==> config.mk <==
export PLATFORM = sky130hd
export DESIGN_NAME = sram_pattern_tester
export DESIGN_NICKNAME = d
export VERILOG_FILES = /design/src/rtl/sram_pattern_tester.sv
export SDC_FILE = /design/constraint.sdc
export NUM_CORES = 1
export LEC_CHECK = 0
export ABC_CLOCK_PERIOD_IN_PS = 4800
export CORE_UTILIZATION = 40
export DETAILED_ROUTE_END_ITERATION = 10
export GPL_TIMING_DRIVEN = 0
export SYNTH_ARGS = -nofsm -noshare
export SYNTH_HDL_FRONTEND = slang
export SYNTH_SLANG_ARGS = --single-unit
==> constraint.sdc <==
create_clock -name clk -period 4.8 [get_ports clk]
set_clock_uncertainty 0.05 [all_clocks]
set_input_delay 0.96 -clock clk [delete_from_list [all_inputs] [get_ports clk]]
set_output_delay 0.96 -clock clk [all_outputs]
set_load 0.01 [all_outputs]
==> src/rtl/sram_pattern_tester.sv <==
`default_nettype none
// ============================================================================
// Module   : sram_pattern_tester
// Purpose  : Self-running whole-array test master for the sram_ctrl2 request
//            side. On start it writes P(a) = a[7:0] ^ a[15:8] ^ SEED to every
//            address 0..LAST_ADDR, reads every location back, compares it and
//            reports pass/fail, a saturating error count and the first
//            failing address/data.
// Option   : `define SRAM_TESTER_INVERT_PASS_EN adds a second write+read sweep
//            using ~P(a); errors from both sweeps accumulate.
// Ports    : clk, reset (sync, active high), start (sampled in IDLE only)
//            busy, done (1-cycle pulse), pass, err_count, first_err_addr,
//            first_err_data                          - result/status outputs
//            rw (1=read), addr, data_f2s, data_s2f_r - sram_ctrl2 request side
// Revision : 1.0 - initial release
// ============================================================================
module sram_pattern_tester #(
  parameter int                ADDR_W        = 21,
  parameter int                DATA_W        = 8,
  parameter logic [ADDR_W-1:0] LAST_ADDR     = 21'h1FFFFF,
  parameter int                ACCESS_CYCLES = 4,
  parameter logic [7:0]        SEED          = 8'hA5,
  parameter int                ERR_W         = 16
) (
  input  logic              clk,
  input  logic              reset,
  input  logic              start,
  output logic              busy,
  output logic              done,
  output logic              pass,
  output logic [ERR_W-1:0]  err_count,
  output logic [ADDR_W-1:0] first_err_addr,
  output logic [DATA_W-1:0] first_err_data,
  output logic              rw,
  output logic [ADDR_W-1:0] addr,
  output logic [DATA_W-1:0] data_f2s,
  input  logic [DATA_W-1:0] data_s2f_r
);

  localparam int               c_HOLD_W    = (ACCESS_CYCLES > 2) ? $clog2(ACCESS_CYCLES) : 1;
  localparam logic [c_HOLD_W-1:0] c_HOLD_LAST = c_HOLD_W'(ACCESS_CYCLES - 1);

  typedef enum logic [1:0] {
    S_IDLE  = 2'd0,
    S_WRITE = 2'd1,
    S_READ  = 2'd2,
    S_DONE  = 2'd3
  } state_t;

  state_t              r_state;
  logic [c_HOLD_W-1:0] r_hold;       // position inside the current access hold
  logic                r_inv;        // 1 while running the inverted sweep
  logic                r_first_seen; // a mismatch has already been latched

  // Zero-extend so the upper pattern byte is defined for any address width.
  function automatic logic [DATA_W-1:0] pattern(input logic [ADDR_W-1:0] a, input logic inv);
    logic [ADDR_W+15:0] ext;
    logic [7:0]         p;
    ext = {16'd0, a};
    p   = ext[7:0] ^ ext[15:8] ^ SEED;
    return DATA_W'(p) ^ {DATA_W{inv}};
  endfunction

  logic              w_hold_last;
  logic              w_at_last;
  logic              w_final_sweep;
  logic [ADDR_W-1:0] w_addr_next;
  logic              w_mismatch;
  logic [ERR_W-1:0]  w_err_next;

  assign w_hold_last = (r_hold == c_HOLD_LAST);
  // Equality terminate, so LAST_ADDR = all-ones never needs a wrapped counter.
  assign w_at_last   = (addr == LAST_ADDR);
  assign w_addr_next = addr + ADDR_W'(1);
  assign w_mismatch  = (data_s2f_r != pattern(addr, r_inv));
  assign w_err_next  = (w_mismatch && !(&err_count)) ? err_count + ERR_W'(1) : err_count;

`ifdef SRAM_TESTER_INVERT_PASS_EN
  assign w_final_sweep = r_inv;
`else
  assign w_final_sweep = 1'b1;
`endif

  always_ff @(posedge clk) begin
    if (reset) begin
      r_state        <= S_IDLE;
      r_hold         <= '0;
      r_inv          <= 1'b0;
      r_first_seen   <= 1'b0;
      busy           <= 1'b0;
      done           <= 1'b0;
      pass           <= 1'b0;
      err_count      <= '0;
      first_err_addr <= '0;
      first_err_data <= '0;
      rw             <= 1'b1;
      addr           <= '0;
      data_f2s       <= '0;
    end else begin
      done <= 1'b0;
      case (r_state)
        S_IDLE: begin
          if (start) begin
            r_state        <= S_WRITE;
            r_hold         <= '0;
            r_inv          <= 1'b0;
            r_first_seen   <= 1'b0;
            busy           <= 1'b1;
            pass           <= 1'b0;
            err_count      <= '0;
            first_err_addr <= '0;
            first_err_data <= '0;
            rw             <= 1'b0;
            addr           <= '0;
            data_f2s       <= pattern('0, 1'b0);
          end
        end

        S_WRITE: begin
          r_hold <= w_hold_last ? '0 : r_hold + c_HOLD_W'(1);
          if (w_hold_last) begin
            if (w_at_last) begin
              r_state <= S_READ;
              rw      <= 1'b1;
              addr    <= '0;
            end else begin
              addr     <= w_addr_next;
              data_f2s <= pattern(w_addr_next, r_inv);
            end
          end
        end

        S_READ: begin
          r_hold <= w_hold_last ? '0 : r_hold + c_HOLD_W'(1);
          // Sample on the last hold cycle: gives the controller
          // ACCESS_CYCLES-1 clocks of read latency.
          if (w_hold_last) begin
            err_count <= w_err_next;
            if (w_mismatch && !r_first_seen) begin
              r_first_seen   <= 1'b1;
              first_err_addr <= addr;
              first_err_data <= data_s2f_r;
            end
            if (w_at_last && w_final_sweep) begin
              r_state <= S_DONE;
              done    <= 1'b1;
              busy    <= 1'b0;
              rw      <= 1'b1;
              // Uses the next count so a mismatch on the final sample counts.
              pass    <= (w_err_next == '0);
            end else if (w_at_last) begin
              r_state  <= S_WRITE;
              r_inv    <= 1'b1;
              rw       <= 1'b0;
              addr     <= '0;
              data_f2s <= pattern('0, 1'b1);
            end else begin
              addr <= w_addr_next;
            end
          end
        end

        S_DONE: begin
          r_state <= S_IDLE;
        end

        default: begin
          r_state <= S_IDLE;
        end
      endcase
    end
  end

endmodule
`default_nettype wire

==> reports/qor.txt <==
Worst vdd ir: 240 uV
Syn. warnings: 0
CTS root buffer: clkbuf_8
Pre-CTS WS: 1.33 ns
Reg2reg end: addr[11]
Post-cts sizing count: 0
Crit. End Element: register
Post-synth top flop: dfxtp_1
Worst path arrival time: 3.32 ns
IO Port Bufs: 88
Final-report hold violation count: 0
Worst reg2reg setup slack: 1.82 ns
Seq/Total Area, Yosys: 37.3%
Critical path class: in2reg
Critical path fanouts, max: 10
Placed Instance Area: 0.00551 mm^2
Hold-fix buffer count after cts: 0
Pwr Total: 2.16 mW
CTS tree: done
Worst EP required: 5.05 ns
Share of synthesized registers carrying an async set or reset: 0%
Largest net degree at the start of global routing: 14
Rows: 38
Vias in the first global route: 3883
Starting density of the core: 41.1%
Core Region: 0.0108 mm^2
Syn_nets: 539
Mapped Area: 0.00445 mm^2
Vias per cell: 5.52
Largest cells by area after synthesis: dfxtp_1 (37%), nor2_1 (7.3%), a22oi_1 (6.4%), a21oi_1 (3.4%), xnor2_1 (3.3%)
Fmax: 0.326 GHz
Finished Cell Area: 0.00576 mm^2
GRT Residual Overflow: 0
Reg-to-reg critical path startpoint: addr[0]
Via count: 4228
Area leader, netlist: dfxtp_1
Max Slew Vio Count: 0
RSZ-0062 raised after global routing: no
Most common cell in the synthesized netlist: nor2_1
Period minus WS final: 3.06 ns
CTS buffer count: 9
Least-Margin Pin Slew: 0.918 ns
Max_cap viols: 0
Final nets: 638
Antenna Cells: 0
Top Metal Used: met4
Area grow syn2layout: 29.5%
Clock buffer depth: 2
First-pass GRT wire length: 20800 um
WL met2: 6090 um
Number of flops mapped to enable cells by yosys: 0
Final wirelength: 13200 um
Setup-failing EPs final: 0
Die Y: 107 um
Placer congestion estimate: 0.847
PwrDens: 375 mW/mm^2
DPL Wire Length: 9660 um
Crit path to: first_err_data[3]
Mean Syn Cell Area: 8.53 um^2
Post-DRT Antenna Nets: 0
Met1 WL: 6220 um
DRT iter0 DRCs: 237
Cell count after synthesis: 522
Post-route setup TNS: 0 ns
Num ports: 89
Distinct cells, synth: 65
Status: finished, final reports clean
FF+latch count, synth: 83
Slew HR: 38.8%
Initial antenna violation count: 0
Leakage: 2.02 nW
Clock Latency Late Sink: 0.38 ns
DRC viols: 0
Die area: 0.0116 mm^2
Share of the synthesized area in the top cell type: 37.3%
Met3 WL: 782 um
Layout cell share with drive strength beyond 1: 9.58%
Worst setup SP type: primary input
Final setup margin: 1.74 ns
Post-synth top cells: nor2_1 (86), dfxtp_1 (83), a22oi_1 (38)
Setup Fix Bufs, Post-CTS: 0
Die Wd: 107 um
HP Class: reg2reg
H-Tree Depth: 3
R2R depth: 9
Tot GR Track Use: 23.8%
Post-layout util: 53.2%
Period utilization: 63.8%
Drt pass-1 iters: 5
Wire length per cell: 17.3 um
Worst setup path startpoint: data_s2f_r[4]
Clk slew on worst S/H paths: 0.08 ns
CTS sink cnt: 83
state kept, by name (all words and copies together) (netlist names):
name,flops
addr,21
busy,1
data_f2s,8
done,1
err_count,16
first_err_addr,21
first_err_data,8
pass,1
r_first_seen,1
r_hold,2
r_state,2
rw,1
layout make-up:
| cell class | count | area [um^2] |
|---|---|---|
| Multi-Input combinational cell | 385 | 2490 |
| Buffer | 45 | 265 |
| Timing Repair Buffer | 88 | 881 |
| Fill cell | 1069 | 5080 |
| Inverter | 9 | 33.8 |
| Clock inverter | 5 | 125 |
| Clock buffer | 11 | 131 |
| Tap cell | 140 | 175 |
| Sequential cell | 83 | 1660 |
cell usage in the layout (no fill, tap or decap), types with 4 or more instances in the layout:
cell type and instances:
a21o_1 8, a21oi_1 30, a22oi_1 38, a311oi_1 9
and3_1 5, buf_2 11, buf_6 5, bufinv_16 4
clkbuf_1 23, clkbuf_8 11, clkdlybuf4s50_1 88, dfxtp_1 83
ha_1 6, inv_1 9, nand2_1 32, nand3_1 22
nand4_1 9, nor2_1 86, nor3_1 15, nor4_1 7
o21ai_0 24, or3_1 5, xnor2_1 17, xor2_1 10
where the power goes:
part           switching (mW)  leakage [nW]  internal [mW]
Sequential             0.0325         0.671          0.729
Clock                   0.266         0.128          0.398
Combinational           0.472          1.23          0.262
Total                   0.770          2.02           1.39
stage by stage:
| step | cells | hold slack (ns) |
|---|---|---|
| global route | 766 | 0.430 |
| floorplan | 522 | 0.408 |
| CTS | 766 | 0.405 |
| detailed placement | 750 | 0.396 |
| global placement | 750 | 0.396 |
| finish | 766 | 0.401 |
cells by family after synthesis:
kind of cell | share of synthesized area (%)
mux | 0.675
compound gates | 20.7
buf+inv | 6.72
fa+ha+maj | 1.69
xor+xnor | 9.98
flops | 37.3
simple gates | 22.9
worst min path at each step:
| stage | start | to | depth (start not counted) |
|---|---|---|---|
| after floorplan | r_hold[1] | r_hold[1] | 2 |
| after global placement | data_f2s[4] | data_f2s[4] | 2 |
| after detailed placement | data_f2s[6] | data_f2s[6] | 2 |
| after CTS | data_f2s[6] | data_f2s[6] | 2 |
| after global routing | data_f2s[6] | data_f2s[6] | 2 |
| final | data_f2s[6] | data_f2s[6] | 2 |
routing by layer:
| layer | GRT usage (%) | vias up |
|---|---|---|
| met5 | 0 | - |
| li1 | - | 2066 |
| met3 | 6.23 | 12 |
| met1 | 32.3 | 2032 |
| met4 | 6.36 | 0 |
| met2 | 37.4 | 118 |
worst max-delay path, stage by stage:
cell and delay, ns:
clkdlybuf4s50_1 0.51, xor3_4 0.35, nor4_4 0.42, and2_2 0.27
o21ai_0 0.08, nand2_1 0.14, buf_4 0.19, buf_4 0.19
a22oi_1 0.08, nor2_1 0.12
Power figures use the tool's default switching activity.
